<file path="config.mk">
export PLATFORM = sky130hd
export DESIGN_NAME = param_countdown_timer
export DESIGN_NICKNAME = d
export VERILOG_FILES = /design/src/rtl/timer_pkg.sv /design/src/rtl/lfsr_gen.sv /design/src/rtl/param_countdown_timer.sv
export SDC_FILE = /design/constraint.sdc
export NUM_CORES = 1
export LEC_CHECK = 0
export BUFFER_PORTS_ARGS = -buffer_cell sky130_fd_sc_hd__buf_2
export CAP_MARGIN = 0
export CORE_UTILIZATION = 50
export CTS_BUF_LIST = sky130_fd_sc_hd__clkbuf_16
export CTS_CLUSTER_SIZE = 14
export DETAILED_ROUTE_END_ITERATION = 10
export PLACE_DENSITY = 0.67
export SLEW_MARGIN = 30
export SYNTH_ARGS = -nofsm -noshare
export SYNTH_HDL_FRONTEND = slang
export SYNTH_SLANG_ARGS = --single-unit
</file>
<file path="constraint.sdc">
create_clock -name clk -period 5.1 [get_ports clk]
set_clock_uncertainty 0.05 [all_clocks]
set_input_delay 0.255 -clock clk [delete_from_list [all_inputs] [get_ports clk]]
set_output_delay 0.255 -clock clk [all_outputs]
set_load 0.02 [all_outputs]
</file>
<file path="src/rtl/timer_pkg.sv">
// Shared definitions for the countdown timer: FSM state encoding and the
// Galois LFSR feedback masks for the supported register widths.
package timer_pkg;

  localparam logic [2:0] ST_IDLE   = 3'd0;
  localparam logic [2:0] ST_LOAD   = 3'd1;
  localparam logic [2:0] ST_RUN    = 3'd2;
  localparam logic [2:0] ST_PAUSED = 3'd3;
  localparam logic [2:0] ST_DONE   = 3'd4;

  typedef enum logic [2:0] {
    IDLE   = ST_IDLE,
    LOAD   = ST_LOAD,
    RUN    = ST_RUN,
    PAUSED = ST_PAUSED,
    DONE   = ST_DONE
  } state_t;

  // Right-shift Galois masks: term x^k maps to bit k-1.
  localparam logic [15:0] TAPS_4  = 16'h000C;  // x^4+x^3+1
  localparam logic [15:0] TAPS_8  = 16'h00B8;  // x^8+x^6+x^5+x^4+1
  localparam logic [15:0] TAPS_16 = 16'hD008;  // x^16+x^15+x^13+x^4+1

  function automatic logic [15:0] lfsr_taps(input int w);
    case (w)
      4:       return TAPS_4;
      16:      return TAPS_16;
      default: return TAPS_8;
    endcase
  endfunction

endpackage

</file>
<file path="src/rtl/lfsr_gen.sv">
// Free-running maximal-length Galois LFSR; advances every cycle out of reset.
module lfsr_gen
  import timer_pkg::*;
#(
  parameter int          LFSR_W = 8,
  parameter logic [15:0] SEED   = 16'h00A5
) (
  input  logic              clk,
  input  logic              rst_n,
  output logic [LFSR_W-1:0] q
);

  localparam logic [15:0]       TAPS = lfsr_taps(LFSR_W);
  localparam logic [LFSR_W-1:0] MASK = TAPS[LFSR_W-1:0];
  localparam logic [LFSR_W-1:0] INIT = SEED[LFSR_W-1:0];

  always_ff @(posedge clk) begin
    if (!rst_n) q <= INIT;
    else        q <= q[0] ? ((q >> 1) ^ MASK) : (q >> 1);
  end

endmodule

</file>
<file path="src/rtl/param_countdown_timer.sv">
// Countdown timer with random start value, pause, abort, saturating bonus,
// optional retrigger, one-cycle expiry pulse and sticky gameover flag.
module param_countdown_timer
  import timer_pkg::*;
#(
  parameter int          TICK_CYCLES = 100_000_000,
  parameter int          COUNT_W     = 5,
  parameter int          MIN_COUNT   = 21,
  parameter int          MAX_COUNT   = 30,
  parameter int          LFSR_W      = 8,
  parameter logic [15:0] SEED        = 16'h00A5,
  parameter int          BONUS       = 3,
  parameter int          RETRIGGER   = 1
) (
  input  logic               clk,
  input  logic               rst_n,
  input  logic               trigger,
  input  logic               pause,
  input  logic               abort,
  input  logic               bonus,
  output logic [COUNT_W-1:0] count,
  output logic               running,
  output logic               expired,
  output logic               gameover
);

  localparam int             TW        = $clog2(TICK_CYCLES);
  localparam logic [TW-1:0]  TICK_LAST = TW'(TICK_CYCLES - 1);
  localparam logic [31:0]    RANGE32   = 32'(MAX_COUNT - MIN_COUNT + 1);
  localparam logic [31:0]    MIN32     = 32'(MIN_COUNT);
  localparam logic [31:0]    CMAX      = 32'((2 ** COUNT_W) - 1);

  state_t             state;
  logic [COUNT_W-1:0] timer;
  logic [TW-1:0]      tick_cnt;
  logic [LFSR_W-1:0]  lfsr_q;
  logic [COUNT_W-1:0] rand_val;
  logic [COUNT_W-1:0] timer_next;
  logic [31:0]        sum;
  logic               tick_due;

  lfsr_gen #(.LFSR_W(LFSR_W), .SEED(SEED)) u_lfsr (
    .clk  (clk),
    .rst_n(rst_n),
    .q    (lfsr_q)
  );

  assign rand_val = COUNT_W'(MIN32 + (32'(lfsr_q) % RANGE32));
  assign tick_due = (state == RUN) && (tick_cnt == TICK_LAST);
  assign running  = (state == RUN) || (state == PAUSED);
  assign count    = running ? timer : '0;

  // Timer never sits at 0 in RUN, so the tick decrement cannot underflow.
  always_comb begin
    sum        = 32'(timer) + (bonus ? 32'(BONUS) : 32'd0) - (tick_due ? 32'd1 : 32'd0);
    timer_next = (sum > CMAX) ? CMAX[COUNT_W-1:0] : sum[COUNT_W-1:0];
  end

  always_ff @(posedge clk) begin
    if (!rst_n) begin
      state    <= IDLE;
      timer    <= '0;
      tick_cnt <= '0;
      expired  <= 1'b0;
      gameover <= 1'b0;
    end else begin
      expired <= 1'b0;
      case (state)
        IDLE, DONE: begin
          if (trigger) begin
            state    <= LOAD;
            gameover <= 1'b0;
          end
        end
        LOAD: begin
          if (abort) begin
            state <= IDLE;
            timer <= '0;
          end else begin
            state    <= RUN;
            timer    <= rand_val;
            tick_cnt <= '0;
          end
        end
        RUN, PAUSED: begin
          if (abort) begin
            state    <= IDLE;
            timer    <= '0;
            tick_cnt <= '0;
          end else if (trigger && (RETRIGGER != 0)) begin
            state    <= LOAD;
            tick_cnt <= '0;
          end else begin
            // The edge that enters PAUSED still counts; the resume edge does not.
            if (tick_due)            tick_cnt <= '0;
            else if (state == RUN)   tick_cnt <= tick_cnt + TW'(1);
            if (tick_due && (timer_next == '0)) begin
              state    <= DONE;
              timer    <= '0;
              expired  <= 1'b1;
              gameover <= 1'b1;
            end else begin
              timer <= timer_next;
              state <= pause ? PAUSED : RUN;
            end
          end
        end
        default: state <= IDLE;
      endcase
    end
  end

endmodule
</file>
==> flow_summary.toml, run 1 <==
[place]
place.gp.congestion = 0.896
hpwl_mm = 5.67
placed_area_sq_um = 3570
portBuffers = 13

[grt]
grt_pass1_wl_mm = 14.2
grt.total_usage_pct = 23.4
grt_pass1_vias = 2995
antenna_found_initial = 0
grt-ovfl-total = 0
grt_max_degree = 33

[clock_network]
clk_pin_slew_ns = 0.06
cts_tree = "done"
cts_made_buffers = 5
cts_root_buffer = "clkbuf_16"
clock-sinks = 45
cts_setup_buffers = 0
worstSkewPairLatency_ns = 0.28
hold_buffers = 0
htreeDepth = 2
clockBufferDepth = 2
cts_resized = 0

[floorplan]
num_rows = 30
initial_core_util_pct = 51.5
die_h_um = 85.4
core_area_sq_um = 6760
die_width_um = 85.4
io_pins = 14
die_area_sq_um = 7290

[synth]
syn_area_sq_um = 3480
synth_cell_types = 79
yosysWarnings = 0
avgSynthCellArea_sq_um = 7.40
synth_area_leaders = "dfxtp_1 26%, nor2_1 6.6%, nand2_1 5.2%, a21oi_1 5.0%, ha_1 4.3%"
synth-async-reset-ratio_pct = 0
synth-edff-count = 0
synth_common_cells = "61 x nor2_1, 48 x nand2_1, 45 x dfxtp_1"
synthCells = 470
ys.flop_type = "dfxtp_1"
synthesis.nets = 489
ys_seq_area_share_pct = 25.9
synth_area_leader_cell = "dfxtp_1"
ys_ff_latch = 45
synthMostInstantiatedCell = "nor2_1"
synth_top_cell_area_share_pct = 25.9

[detailed_routing]
top_layer_used = "met4"
wire_per_inst_um = 14.8
wl_mm = 8.15
num_vias = 3412
vias_per_cell = 6.19
drc_errors = 0
drt_pass1_iterations = 5
drtIter0Drc = 214
wl_met1_mm = 3.88
dr_wl_met3_um = 403
met2_length_mm = 3.76
drtAntennaViolNets = 0

[hold_path]
worstHoldPathCells = 2
min-delay-path-class = "in -> reg"

[timing]
fin_crit_sh_pct = 87.0
slew_viol_final = 0
setup-tns-final_ns = 0
rsz0062_at_grt = "false"
setup_viol = 0
relSlewSlack_pct = 43.9
worstMarginPinSlew_ns = 0.833
hold_viol = 0
fmax_mhz = 225
finalCriticalPeriod_ns = 4.44

[finish]
fin_nets = 489
fin_area_sq_um = 3710
area_growth_pct = 6.62
num_antenna_cells = 0
drive_gt1_share_pct = 10.2

[pwr]
power.density_nw_per_um2 = 292
leakage_nw = 1.44
irDropWorstVdd_mv = 0.198

[job]
max_cap_violations = 0

[worst_setup_path]
crit_arrival_ns = 4.54
cp-end-kind = "register"
cp_max_fo = 13
r2r_slack_ns = 0.66
cp.required_ns = 5.21
start_kind = "register"
crit_type = "reg -> reg"
reg2reg_depth = 17

[run_status]
status = "finished clean"
==> registers in the layout (all words and copies together), names as in the netlist <==
name / count
timer: 5
state: 3
expired: 1
tick_cnt: 27
gameover: 1
u_lfsr.q: 8
==> path summary, 6_finish.rpt <==
path                                from          end
worst max register to register  state[1]     state[0]
worst min-delay path               rst_n  u_lfsr.q[5]
worst min register to register  timer[0]     timer[0]
worst max-delay path            state[1]     state[0]
==> through the flow <==
| step | instances | hold slack (ns) | power, W | utilization [%] | setup WS, ns |
|---|---|---|---|---|---|
| after floorplan | 470 | 0.386 | 0.000716 | - | 1.31 |
| after global placement | 543 | 0.397 | 0.000781 | 52.9 | 0.861 |
| after detailed placement | 543 | 0.421 | 0.000784 | 52.9 | 0.752 |
| after CTS | 551 | 0.211 | 0.00109 | 54.9 | 0.723 |
| after global routing | 551 | 0.220 | 0.00115 | 54.9 | 0.0198 |
| final | 551 | 0.204 | 0.00108 | 54.9 | 0.662 |
==> worst max-delay path: stages (launching register included) <==
cell	delay [ns]
dfxtp_1	0.45
nand2b_1	0.33
inv_1	0.32
nand4_1	0.11
nor4_1	0.74
ha_1	0.28
inv_1	0.07
ha_1	0.27
a21o_1	0.18
a21o_1	0.19
a21oi_1	0.14
o21bai_1	0.08
xnor2_1	0.18
nand2_1	0.15
nor3_1	0.35
nor4b_1	0.13
o21ai_0	0.18
a31oi_1	0.09
==> cell type report <==
cell class / instances / area (sq um)
clock inverters: 3 / 11.3
fillers: 651 / 3050
well taps: 80 / 100
multi-input cells: 375 / 2370
inverters: 23 / 86.3
clock buffers: 5 / 125
repair buffers: 20 / 118
flip-flops and latches: 45 / 901
==> cell usage in the layout (no fill, tap or decap), types with 3 or more instances in the layout <==
cell and count:
xnor2_1 10, nor4_1 8, nand2b_1 4, a311oi_1 7, and2_1 5, nor3_1 21, nand4_1 6, o211ai_1 3
nand3b_1 3, a21oi_1 35, buf_2 13, buf_4 7, o31ai_1 4, xor2_1 3, nor2_1 61, a31oi_1 8
and3_1 12, o21ai_0 24, ha_1 12, a22oi_1 5, clkbuf_16 5, nor3b_1 3, nand3_1 18, or2_2 3
a31o_2 3, nand2_1 48, dfxtp_1 45, a21o_1 3, inv_1 25, nor2b_1 4, o211a_1 5
==> power breakdown <==
group	internal (W)	switching (W)	total, W
Combinational	0.000167	0.000240	0.000406
Clock	0.000176	0.000124	0.000301
Sequential	0.000362	0.0000147	0.000377
==> metal layers <==
| layer | vias to the layer above | global-route usage (%) |
|---|---|---|
| li1 | 1722 | - |
| met1 | 1573 | 34.0 |
| met2 | 105 | 36.7 |
| met3 | 12 | 3.11 |
| met4 | 0 | 5.91 |
| met5 | - | 0 |
==> cells by family after synthesis <==
kind of cell    Yosys count  synth area share, %
compound gates          136                 28.6
buf+inv                  50                 6.19
xor+xnor                 13                 3.27
simple gates            208                 29.6
flops                    45                 25.9
fa+ha+maj                14                 5.18
mux                       4                 1.22
(Power assumes the default switching activity.)
==> run 2: changes to the inputs <==
Settings changed: CORE_MARGIN set to 3.
==> run 2 against run 1 <==
Sequential share of layout area about the same. Non-clock buffer count decreased by 1. Critical path depth shrank 1. Count of clock-buffer cells in the layout is the same. Power increased by 0.62%. Critical endpoint is now timer[2].
==> flow_summary.toml, run 2 (synthesis results as in run 1) <==
[run_status]
status = "finished clean"

[detailed_routing]
top_layer_used = "met4"
drtAntennaViolNets = 0
drt_pass1_iterations = 4
drtIter0Drc = 168
wire_per_inst_um = 14.8
vias_per_cell = 6.14
wl_mm = 8.07
num_vias = 3358
dr_wl_met3_um = 283
drc_errors = 0
wl_met1_mm = 3.97
met2_length_mm = 3.77

[worst_setup_path]
cp-end-kind = "register"
cp.required_ns = 5.26
crit_type = "reg -> reg"
cp_max_fo = 20
start_kind = "register"
crit_arrival_ns = 4.61

[job]
max_cap_violations = 0

[grt]
grt_max_degree = 32
grt.total_usage_pct = 21.1
grt-ovfl-total = 0
grt_pass1_vias = 3032
antenna_found_initial = 0
grt_pass1_wl_mm = 13.8

[floorplan]
die_area_sq_um = 7990
die_h_um = 89.4
die_width_um = 89.4
initial_core_util_pct = 53.3
num_rows = 29
core_area_sq_um = 6530
io_pins = 14

[timing]
fmax_mhz = 225
setup-tns-final_ns = 0
fin_crit_sh_pct = 87.1
hold_viol = 0
setup_viol = 0
slew_viol_final = 0
relSlewSlack_pct = 53.8
finalCriticalPeriod_ns = 4.44
worstMarginPinSlew_ns = 0.688
rsz0062_at_grt = "false"

[clock_network]
clockBufferDepth = 2
htreeDepth = 2
cts_setup_buffers = 0
cts_tree = "done"
worstSkewPairLatency_ns = 0.28
clock-sinks = 45
cts_made_buffers = 5
hold_buffers = 0
clk_pin_slew_ns = 0.06
cts_resized = 0
cts_root_buffer = "clkbuf_16"

[finish]
fin_area_sq_um = 3700
largestRegisters = "tick_cnt: 27 flops, u_lfsr.q: 8 flops, timer: 5 flops"
final_common_cell = "nor2_1"
fin_nets = 488
max_flop_register = "tick_cnt"
multiInputGateArea_sq_um = 2370
fill_cells = 639
drive_gt1_share_pct = 10.4
area_growth_pct = 6.51
num_antenna_cells = 0
final_cell_mix = "61 x nor2_1, 48 x nand2_1, 45 x dfxtp_1, 35 x a21oi_1, 24 x o21ai_0"
seqCellArea_sq_um = 901
largest_register_ffs = 27

[pwr]
leakage_nw = 1.43
clkPwrFrac_pct = 28.7
intPower_w = 0.000706
power.density_nw_per_um2 = 294
sw_frac_of_total_pct = 35.3
irDropWorstVdd_mv = 0.197
combPwrFrac_pct = 36.3
sequentialPowerShare_pct = 35.0
p_sw_w = 0.000385

[place]
placed_area_sq_um = 3560
portBuffers = 13
hpwl_mm = 5.64
place.gp.congestion = 0.893

[hold_path]
min-delay-path-class = "in -> reg"
-- run 2: changes by cell type in the layout (fill, tap and decap cells not counted) --
| cell | delta |
|---|---|
| buf_4 | -1 |
| clkinvlp_4 | +2 |
| inv_1 | -2 |
-- run 2: area by class of cell --
| cell class | instances | area share, % |
|---|---|---|
| multi-input cells | 375 | 63.9 |
| flip-flops and latches | 45 | 24.3 |
| clock buffers | 5 | 3.38 |
| repair buffers | 19 | 2.97 |
| well taps | 77 | 2.60 |
| inverters | 23 | 2.33 |
| clock inverters | 3 | 0.507 |
-- run 2: through the flow --
step / setup slack (ns) / hold WS [ns] / utilization, % / power [W] / instances
finish: 0.658 / 0.228 / 56.7 / 0.00109 / 547
global route: 0.261 / 0.241 / 56.7 / 0.00116 / 547
CTS: 0.728 / 0.225 / 56.7 / 0.00109 / 547
detailed placement: 0.754 / 0.398 / 54.5 / 0.000778 / 539
global placement: 0.911 / 0.396 / 54.5 / 0.000777 / 539
floorplan: 1.31 / 0.386 / - / 0.000716 / 470
-- run 2: routing by layer --
layer  GRT usage [%]  vias up
met3            3.78        6
li1                -     1729
met2            34.6       55
met1            29.3     1568
met4            3.65        0
met5               0        -
-- run 2: final timing paths --
| path | from | end | slack [ns] | depth (start not counted) |
|---|---|---|---|---|
| setup / recovery | u_lfsr.q[5] | timer[2] | 0.66 | 16 |
| hold / removal | rst_n | u_lfsr.q[0] | 0.23 | 2 |
| setup reg to reg | u_lfsr.q[5] | timer[2] | 0.66 | 16 |
| hold reg to reg | timer[0] | timer[0] | 0.41 | 2 |
-- run 2: power groups by stage --
stage | combinational, W | clock (W) | sequential, W
after floorplan | 0.000340 | 0 | 0.000376
after global placement | 0.000388 | 0 | 0.000389
after detailed placement | 0.000388 | 0 | 0.000390
after CTS | 0.000392 | 0.000321 | 0.000382
after global routing | 0.000440 | 0.000337 | 0.000385
final | 0.000396 | 0.000313 | 0.000382
-- run 2: worst max-delay path, stage by stage, from the launching register on --
cell,delay [ns]
dfxtp_1,0.71
nor2_1,0.17
inv_1,0.12
ha_1,0.27
nand2b_1,0.23
a32oi_1,0.21
a21oi_2,0.11
nor4_2,0.65
nor3_1,0.14
o31ai_1,0.44
nand3_1,0.19
xnor2_1,0.17
ha_1,0.19
a21oi_1,0.20
nand2_1,0.08
a211o_1,0.29
a31oi_1,0.15
